$ cat config.mk
export PLATFORM = sky130hd
export DESIGN_NAME = uart_peripheral
export DESIGN_NICKNAME = d
export VERILOG_FILES = /design/src/rtl/uart_peripheral.sv
export SDC_FILE = /design/constraint.sdc
export NUM_CORES = 1
export LEC_CHECK = 0
export ABC_AREA = 1
export CAP_MARGIN = 20
export CORE_MARGIN = 8
export CORE_UTILIZATION = 54
export DETAILED_ROUTE_END_ITERATION = 10
export PLACE_DENSITY = 0.86
export SLEW_MARGIN = 20
export SYNTH_ARGS = -nofsm -noshare
export SYNTH_HDL_FRONTEND = slang
export SYNTH_SLANG_ARGS = --single-unit
export TNS_END_PERCENT = 20
$ cat constraint.sdc
create_clock -name clk -period 2.7 [get_ports clk]
set_clock_uncertainty 0.05 [all_clocks]
set_input_delay 0.54 -clock clk [delete_from_list [all_inputs] [get_ports clk]]
set_output_delay 0.54 -clock clk [all_outputs]
set_load 0.05 [all_outputs]
$ cat src/rtl/uart_peripheral.sv
// Memory-mapped 8N1 UART (TX + RX) on the MEM-stage data bus.
// TXD at BASE_ADDR, RXD at BASE_ADDR+4, CON at BASE_ADDR+8; read data is combinational.
module uart_peripheral #(
  parameter int          BAUD_DIV  = 10417,
  parameter logic [31:0] BASE_ADDR = 32'h40000018
) (
  input  logic        clk,
  input  logic        reset,
  input  logic [31:0] i_address,
  input  logic        i_control_read,
  input  logic        i_control_write,
  input  logic [31:0] i_control_write_data,
  output logic [31:0] o_control_read_data,
  output logic        o_hit,
  output logic        o_irq,
  input  logic        i_uart_rx,
  output logic        o_uart_tx
);

  localparam int CW = $clog2(BAUD_DIV);
  localparam logic [CW-1:0] BIT_LAST  = CW'(BAUD_DIV - 1);
  localparam logic [CW-1:0] HALF_LAST = CW'(BAUD_DIV / 2 - 1);

  typedef enum logic [1:0] {IDLE, START, DATA, STOP} uart_state_t;

  logic hit_txd, hit_rxd, hit_con;
  logic wr_txd, wr_con, rd_rxd;
  logic unused_wdata;

  uart_state_t   tx_state, tx_next;
  logic [CW-1:0] tx_cnt;
  logic [2:0]    tx_bit;
  logic [7:0]    tx_byte;
  logic          tx_tick, tx_load, tx_line, tx_busy;

  uart_state_t   rx_state, rx_next;
  logic [CW-1:0] rx_cnt;
  logic [2:0]    rx_bit;
  logic [7:0]    rx_shift, rx_data;
  logic          rx_s1, rx_s2, rx_s3, rx_fall, rx_tick;
  logic          rx_stop_ok, rx_stop_bad;
  logic          rx_valid, rx_overrun, frame_err, rx_irq_en;

  assign hit_txd = (i_address == BASE_ADDR);
  assign hit_rxd = (i_address == BASE_ADDR + 32'd4);
  assign hit_con = (i_address == BASE_ADDR + 32'd8);
  assign o_hit   = hit_txd | hit_rxd | hit_con;
  assign wr_txd  = i_control_write & hit_txd;
  assign wr_con  = i_control_write & hit_con;
  assign rd_rxd  = i_control_read & hit_rxd;
  assign unused_wdata = ^i_control_write_data[31:8];

  assign tx_busy = (tx_state != IDLE);
  assign o_irq   = rx_irq_en & rx_valid;

  always_comb begin
    o_control_read_data = 32'd0;
    if (hit_txd) o_control_read_data = {24'd0, tx_byte};
    if (hit_rxd) o_control_read_data = {24'd0, rx_data};
    if (hit_con) o_control_read_data = {27'd0, rx_irq_en, frame_err, rx_overrun, rx_valid, tx_busy};
  end

  // A TXD write landing on the final stop-bit cycle chains straight into the next start bit.
  assign tx_tick = (tx_cnt == BIT_LAST);

  always_comb begin
    tx_next = tx_state;
    tx_load = 1'b0;
    tx_line = 1'b1;
    case (tx_state)
      IDLE: if (wr_txd) begin
        tx_next = START;
        tx_load = 1'b1;
      end
      START: begin
        tx_line = 1'b0;
        if (tx_tick) tx_next = DATA;
      end
      DATA: begin
        tx_line = tx_byte[tx_bit];
        if (tx_tick && tx_bit == 3'd7) tx_next = STOP;
      end
      STOP: if (tx_tick) begin
        if (wr_txd) begin
          tx_next = START;
          tx_load = 1'b1;
        end else begin
          tx_next = IDLE;
        end
      end
      default: tx_next = IDLE;
    endcase
  end

  always_ff @(posedge clk or negedge reset) begin
    if (!reset) tx_state <= IDLE;
    else        tx_state <= tx_next;
  end

  always_ff @(posedge clk or negedge reset) begin
    if (!reset) begin
      tx_cnt    <= '0;
      tx_bit    <= 3'd0;
      tx_byte   <= 8'd0;
      o_uart_tx <= 1'b1;
    end else begin
      if (tx_state == IDLE || tx_tick) tx_cnt <= '0;
      else                             tx_cnt <= tx_cnt + 1'b1;
      if (tx_state != DATA) tx_bit <= 3'd0;
      else if (tx_tick)     tx_bit <= tx_bit + 3'd1;
      if (tx_load) tx_byte <= i_control_write_data[7:0];
      o_uart_tx <= tx_line;
    end
  end

  always_ff @(posedge clk or negedge reset) begin
    if (!reset) begin
      rx_s1 <= 1'b1;
      rx_s2 <= 1'b1;
      rx_s3 <= 1'b1;
    end else begin
      rx_s1 <= i_uart_rx;
      rx_s2 <= rx_s1;
      rx_s3 <= rx_s2;
    end
  end

  // The start bit is sampled half a bit in, so every later sample lands mid-bit.
  assign rx_fall = rx_s3 & ~rx_s2;
  assign rx_tick = (rx_state == START) ? (rx_cnt == HALF_LAST) : (rx_cnt == BIT_LAST);

  always_comb begin
    rx_next     = rx_state;
    rx_stop_ok  = 1'b0;
    rx_stop_bad = 1'b0;
    case (rx_state)
      IDLE:  if (rx_fall) rx_next = START;
      START: if (rx_tick) rx_next = rx_s2 ? IDLE : DATA;
      DATA:  if (rx_tick && rx_bit == 3'd7) rx_next = STOP;
      STOP:  if (rx_tick) begin
        rx_next     = IDLE;
        rx_stop_ok  = rx_s2;
        rx_stop_bad = ~rx_s2;
      end
      default: rx_next = IDLE;
    endcase
  end

  always_ff @(posedge clk or negedge reset) begin
    if (!reset) rx_state <= IDLE;
    else        rx_state <= rx_next;
  end

  always_ff @(posedge clk or negedge reset) begin
    if (!reset) begin
      rx_cnt   <= '0;
      rx_bit   <= 3'd0;
      rx_shift <= 8'd0;
    end else begin
      if (rx_state == IDLE || rx_tick) rx_cnt <= '0;
      else                             rx_cnt <= rx_cnt + 1'b1;
      if (rx_state != DATA) rx_bit <= 3'd0;
      else if (rx_tick) begin
        rx_bit   <= rx_bit + 3'd1;
        rx_shift <= {rx_s2, rx_shift[7:1]};
      end
    end
  end

  // A byte completing on the same edge as an RXD read wins: valid stays set, no overrun.
  always_ff @(posedge clk or negedge reset) begin
    if (!reset) begin
      rx_data    <= 8'd0;
      rx_valid   <= 1'b0;
      rx_overrun <= 1'b0;
      frame_err  <= 1'b0;
      rx_irq_en  <= 1'b0;
    end else begin
      if (rx_stop_ok) rx_data <= rx_shift;
      if (rx_stop_ok)  rx_valid <= 1'b1;
      else if (rd_rxd) rx_valid <= 1'b0;
      if (rx_stop_ok && rx_valid && !rd_rxd)       rx_overrun <= 1'b1;
      else if (wr_con && i_control_write_data[2]) rx_overrun <= 1'b0;
      if (rx_stop_bad)                             frame_err <= 1'b1;
      else if (wr_con && i_control_write_data[3]) frame_err <= 1'b0;
      if (wr_con) rx_irq_en <= i_control_write_data[4];
    end
  end

endmodule

==> metrics.cfg, run 1 <==
[timing]
period_needed_ns=2.75
tightest_slew_ns=0.701
setup-violations-final=4
timing.final.ws_setup_ns=-0.0540
slew_violations=0
finalHoldViolCount=0
post-route-period-util_pct=102
relSlewSlack_pct=53.3
fmax_mhz=363
setup_tns_ns=-0.105

[floorplan]
num_rows=33
die_h_um=106
initial_utilization_pct=54.5
die-area_um2=11200
design.core.area_um2=8010
die_w_um=106
io_pins=104

[synth]
yosys_warnings=0
syn_area_um2=4370
synth_top_area_share_pct=37.8
syn_avg_cell_area_um2=7.37
async_flop_share_pct=100
seq_area_frac_synth_pct=40.2
synth_enable_flop_cells=0
yosys_register_bits=70
synth_area_leader_cell=dfrtp_1
ys.flop_type=dfrtp_1
ys_types=42
ys_top_cells_by_area=dfrtp_1 (38%), nand2_1 (12%), nand3_1 (7.3%), nor2_1 (6.7%), inv_1 (6.4%)
synth_cells=593

[routing]
firstDrtPassIters=5
vias=4415
drtAntennaViolNets=0
wl_per_cell_um=15.6
drc=0
drt_iter0_drc=231
via_per_inst=5.38
finalWirelength_um=12800

[place]
place_area_um2=5170
hpwlAfterDp_um=8120
gp_congestion=0.894
place_ws_ns=-0.188
io_buffers=55

[cts]
clk_pin_slew_ns=0.08
cts-root-buf=clkbuf_8
clock_sinks=70
cts_buffers=9
clockBufferDepth=2
clock_latency_ns=0.35
cts_tree=built
h-tree-depth=3

[critical_path]
regToRegSetupSlack_ns=0.62
path_max_fanout=5
crit_path_start_kind=input pin
reg2reg_depth=9
worst-endpoint-required_ns=2.11
setup.worst_path.start=i_address[6]
r2r-end=tx_byte[4]$_DFFE_PN0P_
critPathKind=in -> out
cp.arrival_ns=2.16
reg2reg_from=tx_cnt[0]$_DFF_PN0_
endpoint_kind=output port
cp-endpoint=o_control_read_data[3]

[layout]
regArea_um2=1760
diodes=0
stdcell_area_um2=5840
fill_cells=560
drive_gt1_share_pct=22.0
multiInputGateArea_um2=2330
syn_to_final_growth_pct=33.7
nets=790
fin_util_pct=72.9
final_common_cell=nand2_1
final_cell_mix=nand2_1 (137), inv_1 (66), nor2_1 (66), dfrtp_1 (66), nand3_1 (55)

[grt]
grt_max_degree=31
grt_use_total_pct=20.8
grt_overflow=0
antenna_found_initial=0
grt_pass1_vias=4192
grt_first_pass_wirelength_um=19200

[min_path]
hp-class=in -> async

[status]
status=finished, violations left
failed_checks=setup timing

[power_and_ir_drop]
vdd_drop_max_mv=0.322
power.density_nw_per_um2=425
p_leak_uw=0.00308
power_uw=2480

[job]
cap_violations=0

## final cells by class
class,count,share of cell area (%)
clock buffers,9,2.12
clock inverters,7,0.964
inverters,78,5.10
multi-input cells,439,39.8
flip-flops and latches,70,30.1
well taps,105,2.25
repair buffers,112,19.7
## critical path, cell delays in order
cell	delay, ns
dlygate4sd2_1	0.25
inv_1	0.07
nand2_1	0.10
nor2_2	0.19
nand4_1	0.22
nor2_4	0.24
nand2_8	0.08
or2_0	0.22
nand2_1	0.08
inv_2	0.04
buf_8	0.14
## report_power, final
group	total [uW]	switching, uW	internal (uW)	leakage (uW)
sequential	1140	53.3	1090	0.000936
clock	788	446	342	0.0000789
combinational	549	353	196	0.00206
## routing by layer
layer,vias up,track usage (%),share of wire [%]
met5,-,0,0
met4,0,10.3,3.1
met3,37,4.48,6.9
met2,199,34.7,49
met1,2085,24.9,41
li1,2094,-,-
## cells in the mapped netlist, drive strengths merged (3+ instances only)
library cell  number
a21oi             11
o21ai             26
buf               29
xor2               3
dfstp              4
nand4             11
nand2            151
dfrtp             66
nor2              86
nand3             68
nor3              23
nor3b              6
ha                11
and2               3
or2                4
inv               77
## timing repair
action / CTS / global route
pin swaps: 18 / 27
endpoints found under the setup margin: 9 / 9
resized for setup: 43 / 40
endpoints found under the hold margin: 0 / 0
setup buffers: 27 / 7
cloned: 2 / 0
hold buffers: 0 / 0
## how the worst min path moves through the flow
stage                                from                       to  slack (ns)  depth (start not counted)
after global routing                reset     tx_cnt[11]$_DFF_PN0_        0.22                          1
after global placement    rx_s1$_DFF_PN1_          rx_s2$_DFF_PN1_        0.30                          0
final                               reset     tx_cnt[11]$_DFF_PN0_        0.18                          1
after floorplan                     reset                async pin        0.19                          0
after CTS                           reset  rx_shift[1]$_DFFE_PN0P_        0.19                          1
after detailed placement  rx_s1$_DFF_PN1_          rx_s2$_DFF_PN1_        0.30                          0
## state kept, by name, summed over array words and instances (netlist names), named ones only
signal / count
rx_cnt: 14
tx_cnt: 14
rx_data: 8
rx_shift: 8
tx_byte: 8
rx_bit: 3
tx_bit: 3
tx_state: 2
frame_err: 1
o_uart_tx: 1
rx_irq_en: 1
rx_overrun: 1
rx_s1: 1
rx_s2: 1
rx_s3: 1
rx_state: 1
rx_valid: 1
## per-stage QoR
stage	cells	hold slack [ns]
floorplan	616	0.194
global placement	768	0.296
detailed placement	768	0.298
CTS	813	0.186
global route	820	0.217
finish	820	0.175
## kinds of logic after synthesis
logic type / Yosys count / share of synthesized area (%)
AOI/OAI and AO/OA: 44 / 5.41
xor gates and xnor gates: 5 / 1.00
adders and majority gates: 11 / 3.15
buffers and inverters: 108 / 11.8
DFF: 70 / 40.2
other: 1 / 0.0858
and+or+nand+nor: 354 / 38.4
Note: power is estimated with default switching activity, not from simulation.
==> run 2, diff against run 1 <==
--- a/config.mk
+++ b/config.mk
@@ -11,6 +11,7 @@
 export CORE_UTILIZATION = 54
 export DETAILED_ROUTE_END_ITERATION = 10
 export PLACE_DENSITY = 0.86
+export SKIP_LAST_GASP = 1
 export SLEW_MARGIN = 20
 export SYNTH_ARGS = -nofsm -noshare
 export SYNTH_HDL_FRONTEND = slang
==> run 2 against run 1 <==
  * Global-route usage did not move
  * Total power is essentially flat
  * Clock power is essentially flat
  * Largest power group unchanged
  * Sequential power hardly changed
  * Maximum frequency is 0.55% lower
  * Sequential share of layout area hardly changed
  * Utilization about the same
  * Die area stayed put
  * Critical path depth unchanged
  * The run still ends with setup timing left
  * Highest routed layer unchanged
  * Via count decreased by 0.82%
  * Final area hardly changed
  * Count of clock-buffer cells in the layout did not move
==> metrics.cfg, run 2 (synthesis gave the netlist of run 1 again) <==
[layout]
fill_cells=558
diodes=0
final_cell_mix=nand2_1 (137), inv_1 (66), nor2_1 (66), dfrtp_1 (66), nand3_1 (55)
final_common_cell=nand2_1
reg.largest.list=rx_cnt: 14 flops, tx_cnt: 14 flops
drive_gt1_share_pct=22.0
nets=790
syn_to_final_growth_pct=33.8

[power_and_ir_drop]
power_frac_seq_pct=46.1
vdd_drop_max_mv=0.321
intPower_uw=1630
power_uw=2480
p_leak_uw=0.00308
p_clk_share_pct=31.7
share_comb_of_total_power_pct=22.2
power.density_nw_per_um2=424
p_sw_uw=851
p_sw_share_pct=34.3

[cts]
clockBufferDepth=2
clock_latency_ns=0.36
cts_tree=built
h-tree-depth=3
cts-root-buf=clkbuf_8
cts_buffers=9
clock_sinks=70
clk_pin_slew_ns=0.08

[status]
status=finished, violations left
failed_checks=setup timing

[grt]
grt_first_pass_wirelength_um=19200
antenna_found_initial=0
grt_overflow=0
grt_max_degree=31
grt_use_total_pct=20.8
grt_pass1_vias=4192

[floorplan]
initial_utilization_pct=54.5
design.core.area_um2=8010
num_rows=33
die-area_um2=11200
io_pins=104
die_h_um=106
die_w_um=106

[place]
gp_congestion=0.894
place_ws_ns=-0.188
io_buffers=55
hpwlAfterDp_um=8120

[timing]
tightest_slew_ns=0.691
finalHoldViolCount=0
relSlewSlack_pct=53.9
setup-violations-final=7
period_needed_ns=2.77
slew_violations=0
post-route-period-util_pct=103
timing.final.ws_setup_ns=-0.0693
fmax_mhz=361

[critical_path]
reg2reg_depth=9
endpoint_kind=output port
regToRegSetupSlack_ns=0.63
crit_path_start_kind=input pin
cp.arrival_ns=2.18
path_max_fanout=5
r2r-end=tx_byte[4]$_DFFE_PN0P_
reg2reg_from=tx_cnt[0]$_DFF_PN0_
worst-endpoint-required_ns=2.11
critPathKind=in -> out

[routing]
drt_iter0_drc=257
wl_per_cell_um=15.6
drc=0
firstDrtPassIters=5
finalWirelength_um=12800
via_per_inst=5.34
vias=4379
drtAntennaViolNets=0

[min_path]
hp-class=in -> async

[job]
cap_violations=0

[run 2: final cells by class]
class                      count  area (um2)  share of cell area (%)
clock buffer                   9         124                    2.12
clock inverter                 7        56.3                   0.963
sequential                    70        1760                    30.1
tap                          105         131                    2.25
timing repair buffer         112        1150                    19.7
multi-input combinational    439        2330                    39.8
inverter                      78         298                    5.10
[run 2: power groups by stage]
stage / clock, uW / sequential (uW) / combinational (uW)
floorplan: 0 / 1150 / 391
global placement: 0 / 1160 / 497
detailed placement: 0 / 1160 / 507
CTS: 799 / 1140 / 533
global route: 847 / 1150 / 610
finish: 786 / 1140 / 550
[run 2: repair_timing]
item / in CTS / in global routing
pin swaps: 18 / 27
gates cloned: 2 / 0
hold buffers: 0 / 0
gates resized for setup: 42 / 41
endpoints found under the hold margin: 0 / 0
setup buffers: 27 / 7
endpoints found under the setup margin: 9 / 9
[run 2: worst max-delay path by stage]
stage / from / to / slack [ns] / cells after the start
floorplan: i_address[11] / o_control_read_data[5] / 0.05 / 8
global placement: i_address[21] / o_control_read_data[3] / -0.12 / 11
detailed placement: i_address[17] / o_control_read_data[3] / -0.19 / 11
CTS: i_address[26] / o_control_read_data[4] / -0.004 / 12
global route: i_address[6] / o_control_read_data[1] / -0.15 / 13
finish: i_address[6] / o_control_read_data[3] / -0.07 / 11
[run 2: critical path, cell delays in order]
cell and delay (ns):
dlygate4sd2_1 0.25, inv_1 0.07, nand2_1 0.10, nor2_2 0.20, nand4_1 0.22, nor2_4 0.24, nand2_8 0.08, or2_0 0.22
nand2_1 0.08, inv_2 0.04, buf_8 0.14
[run 2: through the flow]
step           cells   TNS, ns  hold slack [ns]  cell area (um2)  util [%]
2_1_floorplan    616         0            0.194             4460         -
3_3_place_gp     768    -0.560            0.296             5170      64.5
3_5_place_dp     768     -1.21            0.298             5170      64.5
4_1_cts          813  -0.00718            0.186             5660      70.7
5_1_grt          820    -0.921            0.217             5840      73.0
6_report         820    -0.204            0.174             5840      73.0
[run 2: per-layer routing]
metal	global-route usage, %	vias to the layer above	share of wire [%]
met5	0	-	0
li1	-	2086	-
met1	24.9	2079	42
met4	10.3	0	3.0
met3	4.48	35	6.4
met2	34.7	179	48
==> run 3, diff against run 2 <==
--- a/config.mk
+++ b/config.mk
@@ -10,6 +10,7 @@
 export CORE_MARGIN = 8
 export CORE_UTILIZATION = 54
 export DETAILED_ROUTE_END_ITERATION = 10
+export MAX_ROUTING_LAYER = met4
 export PLACE_DENSITY = 0.86
 export SKIP_LAST_GASP = 1
 export SLEW_MARGIN = 20
==> run 3 against run 2 <==
  * Largest power group unchanged
  * First-iteration DRC count fell by 19%
  * Critical endpoint is now o_control_read_data[2]
  * Setup slack improved by 0.041 ns
  * Critical path depth fell by 3
  * Largest cell class unchanged
  * The flow still finishes with violations (setup timing)
==> metrics.cfg, run 3 (synthesis gave the netlist of run 1 again) <==
[status]
status=finished, violations left
failed_checks=setup timing

[cts]
clock_latency_ns=0.35
postCtsHoldBufs=0
clock_sinks=70
cts_buffers=9
h-tree-depth=3
cts_tree=built
clockBufferDepth=2
cts-root-buf=clkbuf_8
clk_pin_slew_ns=0.07

[routing]
drtAntennaViolNets=0
vias=4171
finalWirelength_um=11200
wl_per_cell_um=14.0
drc=0
drt_iter0_drc=208
firstDrtPassIters=5
via_per_inst=5.21

[critical_path]
crit_path_start_kind=input pin
cp_num_buf_inv=3
slowest_delay_ns=0.59
cp_top_family=simple AND/OR/NAND/NOR gates
path_cells=clkdlybuf4s50_1 -> nand4_1 -> nor2_4 -> nand2_4 -> or2_0 -> nand2_1 -> inv_2 -> buf_12
critPathKind=in -> out
crit_slowest_cell=clkdlybuf4s50_1
endpoint_kind=output port
worst-endpoint-required_ns=2.11
path_max_fanout=5
cp.arrival_ns=2.14

[grt]
antenna_found_initial=0
grt_overflow=0
grt_pass1_vias=4035
grt_max_degree=37
grt_first_pass_wirelength_um=18200
grt_use_total_pct=20.3

[floorplan]
num_rows=33
die-area_um2=11200
io_pins=104
design.core.area_um2=8010
initial_utilization_pct=54.5
die_w_um=106
die_h_um=106

[timing]
period_needed_ns=2.73
slew_violations=0
setup-violations-final=2
fmax_mhz=367
finalHoldViolCount=0
post-route-period-util_pct=101
holdWs_ns=0.235
rsz0062_at_grt=yes
timing.final.ws_setup_ns=-0.0278
relSlewSlack_pct=44.3
tightest_slew_ns=0.835

[layout]
multiInputGateArea_um2=2270
final_common_cell=nand2_1
fill_cells=615
syn_to_final_growth_pct=29.1
final_cells=801
final_cell_mix=nand2_1 (137), nor2_1 (71), inv_1 (69), dfrtp_1 (66), nand3_1 (60)
diodes=0
reg.largest.list=rx_cnt: 14 flops, tx_cnt: 14 flops
regArea_um2=1760
nets=771
drive_gt1_share_pct=18.0
fin_util_pct=70.4

[place]
place_inst=765
gp_congestion=0.904
hpwlAfterDp_um=7900
io_buffers=55

[power_and_ir_drop]
power.density_nw_per_um2=476
p_sw_share_pct=29.9
p_sw_uw=803
p_leak_uw=0.00293
vdd_drop_max_mv=0.323
share_comb_of_total_power_pct=19.2
power_frac_seq_pct=42.7
intPower_uw=1880
p_clk_share_pct=38.1

[min_path]
hp-class=in -> async

[job]
cap_violations=0

## run 3: cell count changes in the layout (fill, tap and decap cells not counted), moves of 5 or more
cell / change
dlygate4sd2_1: +10
dlymetal6s2s_1: -12
nand3_2: -5
buf_4: -17
nor2_1: +5
nor2_2: -5
nand3_1: +5
## run 3: what timing repair did
action / 4_1_cts / 5_1_grt
endpoints found under the setup margin: 9 / 9
resized for setup: 35 / 29
cloned: 1 / 1
buffers inserted: 13 / 5
pin swaps: 20 / 18
## run 3: final timing paths
check	startpoint	depth (start not counted)	to	slack [ns]
hold reg to reg	rx_s1$_DFF_PN1_	0	rx_s2$_DFF_PN1_	0.31
setup / recovery	i_address[5]	8	o_control_read_data[2]	-0.03
max in group asynchronous	reset	2	tx_cnt[1]$_DFF_PN0_	1.71
setup reg to reg	tx_cnt[0]$_DFF_PN0_	9	tx_byte[6]$_DFFE_PN0P_	0.62
hold / removal	reset	1	tx_state[1]$_DFFE_PN0P_	0.24
min in group clk	rx_s1$_DFF_PN1_	0	rx_s2$_DFF_PN1_	0.31
## run 3: cell type report
| cell class | instances | share of cell area (%) |
|---|---|---|
| multi-input combinational | 439 | 40.3 |
| sequential | 70 | 31.1 |
| timing repair buffer | 93 | 16.6 |
| inverter | 78 | 5.28 |
| tap | 105 | 2.33 |
| clock buffer | 9 | 2.20 |
| clock inverter | 7 | 2.17 |
## run 3: power groups by stage
| stage | registers, uW | clock network, uW | logic [uW] |
|---|---|---|---|
| 2_1_floorplan | 1150 | 0 | 391 |
| 6_report | 1150 | 1020 | 515 |
| 4_1_cts | 1140 | 1040 | 514 |
| 3_3_place_gp | 1160 | 0 | 494 |
| 3_5_place_dp | 1160 | 0 | 510 |
| 5_1_grt | 1150 | 1090 | 573 |
## run 3: metal layers
layer	routed length [um]	part of all wire, %	track usage (%)
met1	4780	43	24.2
met2	5340	48	32.2
met3	783	7.0	4.66
met4	328	2.9	9.15
met5	0	0	-
## run 3: stage by stage
stage | setup TNS (ns) | area (um2) | setup WS, ns | power (uW)
global route | -0.162 | 5640 | -0.0562 | 2820
finish | -0.0442 | 5640 | -0.0278 | 2680
CTS | 0 | 5520 | 0.00124 | 2700
floorplan | 0 | 4460 | 0.0456 | 1540
global placement | -0.629 | 5140 | -0.124 | 1650
detailed placement | -0.987 | 5140 | -0.172 | 1670
